--- config.mk ---
export PLATFORM = sky130hd
export DESIGN_NAME = alu_writeback
export DESIGN_NICKNAME = d
export VERILOG_FILES = /design/src/rtl/alu_writeback.sv
export SDC_FILE = /design/constraint.sdc
export NUM_CORES = 1
export LEC_CHECK = 0
export ABC_AREA = 0
export BUFFER_PORTS_ARGS = -buffer_cell sky130_fd_sc_hd__buf_4
export CAP_MARGIN = 10
export CORE_MARGIN = 1
export CORE_UTILIZATION = 44
export CTS_CLUSTER_DIAMETER = 40
export DETAILED_ROUTE_END_ITERATION = 6
export PLACE_DENSITY = 0.83
export SKIP_CTS_REPAIR_TIMING = 1
export SYNTH_ARGS = -nofsm -noshare
export SYNTH_HDL_FRONTEND = slang
export SYNTH_SLANG_ARGS = --single-unit
--- constraint.sdc ---
create_clock -name clk -period 1.24 [get_ports clk]
set_input_delay 0.124 -clock clk [delete_from_list [all_inputs] [get_ports clk]]
set_output_delay 0.124 -clock clk [all_outputs]
set_load 0.05 [all_outputs]
--- src/rtl/alu_writeback.sv ---
// ALU writeback stage: one register of issue state, decimal adjust of the ALU
// result, architectural register file A/X/Y/S and the status register P.
module alu_writeback (
    input  logic       clk,
    input  logic       reset_n,
    input  logic       RDY,
    input  logic       iss_valid,
    input  logic [1:0] iss_dst,
    input  logic [2:0] iss_upd,
    input  logic       iss_dadd,
    input  logic       iss_dsub,
    input  logic [7:0] alu_out,
    input  logic       alu_co,
    input  logic       alu_v,
    input  logic       alu_z,
    input  logic       alu_n,
    input  logic       alu_hc,
    input  logic       p_load,
    input  logic [7:0] p_din,
    input  logic [2:0] flag_op,
    output logic [7:0] A,
    output logic [7:0] X,
    output logic [7:0] Y,
    output logic [7:0] S,
    output logic [7:0] P,
    output logic       wb_done
);

    localparam logic [1:0] DST_A = 2'd0;
    localparam logic [1:0] DST_X = 2'd1;
    localparam logic [1:0] DST_Y = 2'd2;
    localparam logic [1:0] DST_S = 2'd3;

    localparam logic [2:0] FOP_CLC = 3'd1;
    localparam logic [2:0] FOP_SEC = 3'd2;
    localparam logic [2:0] FOP_CLI = 3'd3;
    localparam logic [2:0] FOP_SEI = 3'd4;
    localparam logic [2:0] FOP_CLV = 3'd5;
    localparam logic [2:0] FOP_CLD = 3'd6;
    localparam logic [2:0] FOP_SED = 3'd7;

    // Flag storage order {N,V,D,I,Z,C}; the two constant-one bits of P are not stored.
    localparam int F_C = 0;
    localparam int F_Z = 1;
    localparam int F_I = 2;
    localparam int F_D = 3;
    localparam int F_V = 4;
    localparam int F_N = 5;

    // Nibble-wise BCD correction; each nibble wraps on its own, no carry between them.
    function automatic logic [7:0] dec_adjust(
        input logic [7:0] val,
        input logic       dadd,
        input logic       dsub,
        input logic       hc,
        input logic       co
    );
        logic [3:0] lo;
        logic [3:0] hi;
        lo = val[3:0];
        hi = val[7:4];
        if (dadd) begin
            if (hc) lo = lo + 4'd6;
            if (co) hi = hi + 4'd6;
        end else if (dsub) begin
            if (!hc) lo = lo + 4'd10;
            if (!co) hi = hi + 4'd10;
        end
        return {hi, lo};
    endfunction

    logic       s1_valid_q, s1_valid_d;
    logic [1:0] s1_dst_q, s1_dst_d;
    logic [2:0] s1_upd_q, s1_upd_d;
    logic       s1_dadd_q, s1_dadd_d;
    logic       s1_dsub_q, s1_dsub_d;

    logic [7:0] a_q, a_d;
    logic [7:0] x_q, x_d;
    logic [7:0] y_q, y_d;
    logic [7:0] s_q, s_d;
    logic [5:0] flags_q, flags_d;
    logic       wb_done_q, wb_done_d;

    logic       commit;
    logic [7:0] wb_val;

    always_comb begin
        commit     = RDY & s1_valid_q;
        wb_val     = dec_adjust(alu_out, s1_dadd_q, s1_dsub_q, alu_hc, alu_co);

        s1_valid_d = RDY ? iss_valid : s1_valid_q;
        s1_dst_d   = RDY ? iss_dst   : s1_dst_q;
        s1_upd_d   = RDY ? iss_upd   : s1_upd_q;
        s1_dadd_d  = RDY ? iss_dadd  : s1_dadd_q;
        s1_dsub_d  = RDY ? iss_dsub  : s1_dsub_q;

        a_d = a_q;
        x_d = x_q;
        y_d = y_q;
        s_d = s_q;
        if (commit) begin
            case (s1_dst_q)
                DST_A:   a_d = wb_val;
                DST_X:   x_d = wb_val;
                DST_Y:   y_d = wb_val;
                DST_S:   s_d = wb_val;
                default: a_d = a_q;
            endcase
        end

        // Lowest priority first, so later assignments win per bit.
        flags_d = flags_q;
        if (RDY) begin
            case (flag_op)
                FOP_CLC: flags_d[F_C] = 1'b0;
                FOP_SEC: flags_d[F_C] = 1'b1;
                FOP_CLI: flags_d[F_I] = 1'b0;
                FOP_SEI: flags_d[F_I] = 1'b1;
                FOP_CLV: flags_d[F_V] = 1'b0;
                FOP_CLD: flags_d[F_D] = 1'b0;
                FOP_SED: flags_d[F_D] = 1'b1;
                default: flags_d = flags_q;
            endcase
        end
        if (commit) begin
            // N/Z/V follow the binary result even when the value is decimal-adjusted.
            if (s1_upd_q[0]) begin
                flags_d[F_N] = alu_n;
                flags_d[F_Z] = alu_z;
            end
            if (s1_upd_q[1]) flags_d[F_V] = alu_v;
            if (s1_upd_q[2]) flags_d[F_C] = alu_co;
        end
        if (RDY && p_load) begin
            flags_d = {p_din[7:6], p_din[3:0]};
        end

        // Not gated by RDY so the pulse drops during a stall.
        wb_done_d = commit;
    end

    always_ff @(posedge clk or negedge reset_n) begin
        if (!reset_n) begin
            s1_valid_q <= 1'b0;
            a_q        <= 8'h00;
            x_q        <= 8'h00;
            y_q        <= 8'h00;
            s_q        <= 8'hFF;
            flags_q    <= 6'b000100;
            wb_done_q  <= 1'b0;
        end else begin
            s1_valid_q <= s1_valid_d;
            a_q        <= a_d;
            x_q        <= x_d;
            y_q        <= y_d;
            s_q        <= s_d;
            flags_q    <= flags_d;
            wb_done_q  <= wb_done_d;
        end
    end

    // Stage-1 payload is qualified by s1_valid_q, so it needs no reset.
    always_ff @(posedge clk) begin
        s1_dst_q  <= s1_dst_d;
        s1_upd_q  <= s1_upd_d;
        s1_dadd_q <= s1_dadd_d;
        s1_dsub_q <= s1_dsub_d;
    end

    assign A       = a_q;
    assign X       = x_q;
    assign Y       = y_q;
    assign S       = s_q;
    assign P       = {flags_q[F_N], flags_q[F_V], 2'b11, flags_q[F_D],
                      flags_q[F_I], flags_q[F_Z], flags_q[F_C]};
    assign wb_done = wb_done_q;

endmodule

# Word level (Yosys, flattened, before mapping)
# Cells that the tools add are included.
[word_totals] n_memories=0 in_bits=36 ff_bits=47 mem_bits_ro=0 word_cells=59 latchBits=0 ram_bits=0 out_inout_bits=41
[classes] n_eq_ne=10 n_shift=0 reduce_logical=11 n_bitwise=1 n_mul=0 mux=20 order_cmp=0 addsub=4 div_mod_pow=0
[op_table] cell="2-to-1 mux 4 bit" n=8
[op_table] cell="== test 3 bit (second input constant)" n=4
[op_table] cell="AND reduction 2 bit" n=6
[op_table] cell="adder 4 x 3 -> 4 bit (second input constant)" n=2
[op_table] cell="adder 4 bit (second input constant)" n=2
[op_table] cell="== test 3 x 2 -> 1 bit (second input constant)" n=2
[op_table] cell="2-to-1 mux 6 bit" n=1
[op_table] cell="case mux 1 bit (2 select lines)" n=3
[op_table] cell="nonzero test 3 bit" n=2
[op_table] cell="2-to-1 mux 1 bit" n=5
[op_table] cell="2-to-1 mux 5 bit" n=1
[op_table] cell="== test 2 bit (second input constant)" n=2
[op_table] cell="2-to-1 mux 2 bit" n=2
[op_table] cell="== test 3 x 1 -> 1 bit (second input constant)" n=1
[op_table] cell="== test 2 x 1 -> 1 bit (second input constant)" n=1
[op_table] cell="logical NOT 2 bit" n=1
[op_table] cell="nonzero test 2 bit" n=1
[op_table] cell="bitwise AND 1 bit" n=1
[op_table] cell="logical AND 1 bit" n=1

# Depth between registers and ports, before layout
[logic_depth] word_depth=6 ltp_mapped=6 ltp_nobuf=5

# Worst setup path before layout
# Ideal clock, no wire load.
[synth_path] kind="reg-to-reg" startpoint="register s1_dsub_q" endpoint="register y_q[6] (netlist: Y[6])" arrival_ps=1172 path_stages_with_launch=5 setup_ps=125 n_path_buf=0 path_slack_ps=-57 cell_sequence="edfxtp_1 nand2b_1 mux2_2 mux2i_4 o21ai_1"
[synth_between] elab_chain_cells=2
[synth_lines] element="from (decl)" line="76" text="logic s1_dsub_q, s1_dsub_d;"
[synth_lines] element="from (signal assigned)" line="168" text="s1_dsub_q <= s1_dsub_d;"
[synth_lines] element="2-to-1 mux 4 bit" line="65" text="end else if (dsub) begin"
[synth_lines] element="2-to-1 mux 4 bit" line="62" text="if (dadd) begin"
[synth_lines] element="to (signal assigned)" line="156" text="y_q <= y_d;"
[synth_lines] element="to (decl)" line="80" text="logic [7:0] y_q, y_d;"
# No other way between the ends.
# A chain may end at the register's enable or synchronous reset.

# Worst setup path in the final report
[layout_path] startpoint="register s1_dadd_q" endpoint="register x_q[3] (netlist: X[3])"
[layout_between] elab_chain_cells=1
[layout_lines] element="from (decl)" line="75" text="logic s1_dadd_q, s1_dadd_d;"
[layout_lines] element="from (signal assigned)" line="167" text="s1_dadd_q <= s1_dadd_d;"
[layout_lines] element="2-to-1 mux 4 bit" line="62"
[layout_lines] element="to (signal assigned)" line="147" text="x_q <= 8'h00;"
[layout_lines] element="to (signal assigned)" line="155" text="x_q <= x_d;"
[layout_lines] element="to (decl)" line="79" text="logic [7:0] x_q, x_d;"
# No other way between the ends.

==> summary.txt <==
Pwr
  – Seq pwr share: 37.8%
  – Share of power burned in the clock network: 16.9%
  – PD cells: 1920 nW/um^2
  – Comb power frac: 45.4%
  – Lkg Pwr: 0.001511 uW
  – Total power: 5928 uW
  – P_sw: 2525 uW
  – Worst VDD drop: 1.288 mV
  – Sw Ratio: 42.60%
  – Int Power: 3403 uW

Routing
  – Routed length on met2: 2.388 mm
  – Vias: 1710
  – Routed Wire Length: 4.540 mm
  – DRC Markers: 0
  – Final ANT Viol Nets: 0
  – Router iterations before antenna repair: 4
  – DR iter-0 viols: 75
  – Met1 wire length: 1.857 mm
  – Routed WL per cell: 13.43 microns
  – Vias per cell: 5.059
  – Uppermost layer routed: met4
  – WL met3: 254 microns

Clock tree
  – CTS tree: built
  – Clock latency on the worst-skew pair: 0.30 ns
  – CTS root buf: clkbuf_8
  – Num CTS Buffers: 5
  – Htree depth: 2
  – Reg clk slew, reported paths: 0.08 ns
  – Clock sinks: 47
  – Clock buffer depth: 2

Cells and area
  – Area growth syn-to-layout: 44.18%
  – ANT cells: 0
  – Final core occ: 65.79%
  – Layout Nets: 323
  – Filler Cell Count: 372
  – Layout cell share with drive strength beyond 1: 45.77%

Timing
  – Fin Hold WS: 0.06347 ns
  – Worst Slack Setup Final: -0.08775 ns
  – RSZ-0062 raised after global routing: yes
  – Setup TNS: -0.8570 ns
  – Final hold violations: 0
  – Minimum clock period: 1.328 ns
  – Post-route clock period utilization: 107.1%
  – Setup-failing EPs final: 21
  – Worst clock skew: 0.005804 ns
  – Fmax: 0.7532 GHz
  – Final Max Tran Viols: 0

Hold path
  – Hold crit path type: in2reg

Synthesis
  – Share of the synthesized area in the top cell type: 36.24%
  – Largest family of logic cells by synthesized area: compound AO/OA/AOI/OAI gates
  – Simple-Gate Fraction of Synth Area: 12.92%
  – Post-Syn Area: 2141 sq um
  – Synth unique cells: 43
  – Yosys reg bits: 47
  – Fraction of registers with async set/reset: 85.11%
  – EDFF count, synth: 7
  – Seq/Total Area, Yosys: 57.10%
  – Cell accounting for the most synthesized area: dfrtp_1
  – Compound-Gate Fraction of Synth Area: 14.79%
  – XOR/XNOR share of the synthesized area: 1.636%
  – Largest cells by area after synthesis: dfrtp_1, dfstp_2, edfxtp_1
  – Post-synthesis area per instance: 11.51 sq um
  – Ys Warns: 0
  – Mux cell area share after synthesis: 6.780%
  – Cells after Synth: 186
  – Post-Synth Adder-Cell Area: 2.338%
  – Synth Flop Type: dfrtp_1
  – Most frequent cell after synthesis: nand2_1
  – Most instantiated cells after synthesis: nand2_1, dfrtp_1, o21ai_1

Placed design
  – Gpl congestion: 0.7548
  – Hpwl dp: 3.434 mm
  – Worst slack, placed: -0.1246 ns
  – Port Buffers: 72

Global route
  – Total grt overflow: 0
  – Antenna violations before repair: 0
  – Largest net degree at the start of global routing: 41
  – First-pass GRT wire length: 7.148 mm
  – Number of global-route vias before repair: 1594
  – Tot GR Track Use: 18.21%

Worst setup path
  – WP data arrival: 1.51 ns
  – Worst Path Required: 1.42 ns
  – CP startpoint kind: register
  – CP endpoint kind: register
  – Critical path class: reg2reg
  – Worst-path fanout max: 5

Run status
  – Status: finished, violations left
  – Violations in the final reports: setup timing

Floorplan
  – Die area: 5148 sq um
  – Die X: 71.75 microns
  – Die span in y: 71.75 microns
  – Site Rows: 25
  – Initial Utilization: 45.63%
  – IO Count: 77
  – Core footprint: 4692 sq um

Run
  – # Max-Cap Violations: 0
registers in the layout (all words and copies together), names as in the netlist, 2 cells and up:
register  count
S             8
flags_q       6
s1_dst_q      2
X             8
s1_upd_q      3
Y             8
A             8
per-layer routing:
| metal | track usage, % | up-vias |
|---|---|---|
| met5 | 0 | - |
| met4 | 4.575 | 0 |
| met3 | 4.360 | 6 |
| met2 | 32.18 | 62 |
| met1 | 22.46 | 803 |
| li1 | - | 839 |
critical path: stages, from the launching register on:
cell and delay [ns]:
edfxtp_1 0.40, buf_6 0.15, nand2b_4 0.14, o32ai_4 0.24, xnor2_2 0.18, o21ai_1 0.10
power by group through the flow:
stage | clock network, uW | logic [uW] | registers, uW
detailed placement | 0 | 2620 | 2280
global route | 1110 | 2820 | 2290
global placement | 0 | 2570 | 2250
CTS | 1030 | 2620 | 2250
finish | 1000 | 2690 | 2240
floorplan | 0 | 484 | 3500
cell usage in the layout (no fill, tap or decap), types with 2 or more instances in the layout:
cell and n:
buf_4 87, nand2_1 34, dfrtp_1 31, o21ai_1 26, dfstp_2 9, inv_1 8, dlygate4sd3_1 8, clkbuf_8 7
edfxtp_1 7, a21oi_1 6, mux2_4 5, ha_1 4, mux2_2 3, and2_4 2, nand4_1 2, a31oi_1 2
and2_1 2, a31o_2 2, a22o_1 2, nand2b_1 2, xnor2_1 2, xnor2_2 2, o21ai_0 2, nand3b_4 2
mux2_1 2, conb_1 2
final timing paths:
| path | start | endpoint | slack (ns) | cells after the start |
|---|---|---|---|---|
| worst min register to register | S[2] | S[2] | 0.47 | 2 |
| min in group asynchronous | reset_n | A[3] | 0.33 | 2 |
| worst min-delay path | iss_valid | s1_valid_q | 0.06 | 2 |
| max in group asynchronous | reset_n | S[3] | 0.54 | 2 |
| worst max-delay path | s1_dadd_q | X[3] | -0.09 | 5 |
| worst max register to register | s1_dadd_q | X[3] | -0.09 | 5 |
final cells by class:
cell class                      instances  area (sq um)  area share (%)
Clock buffer                            7         96.34           3.121
Clock inverter                          1         7.507          0.2432
Inverter                                9         33.78           1.094
Multi-Input combinational cell        122         882.1           28.58
Sequential cell                        47          1222           39.60
Tap cell                               54         67.56           2.189
Timing Repair Buffer                   98         777.0           25.17
per-stage QoR:
stage	instance area, sq um	std cells
2_1_floorplan	2161	187
3_3_place_gp	2836	319
3_5_place_dp	2836	319
4_1_cts	2940	327
5_1_grt	3087	338
6_report	3087	338
cells by family after synthesis:
family	after synthesis
compound gates	49
xor+xnor	4
fa+ha+maj	4
buf+inv	18
flops	47
mux	12
other cells	1
simple gates	51
Note: power is estimated with default switching activity, not from simulation.
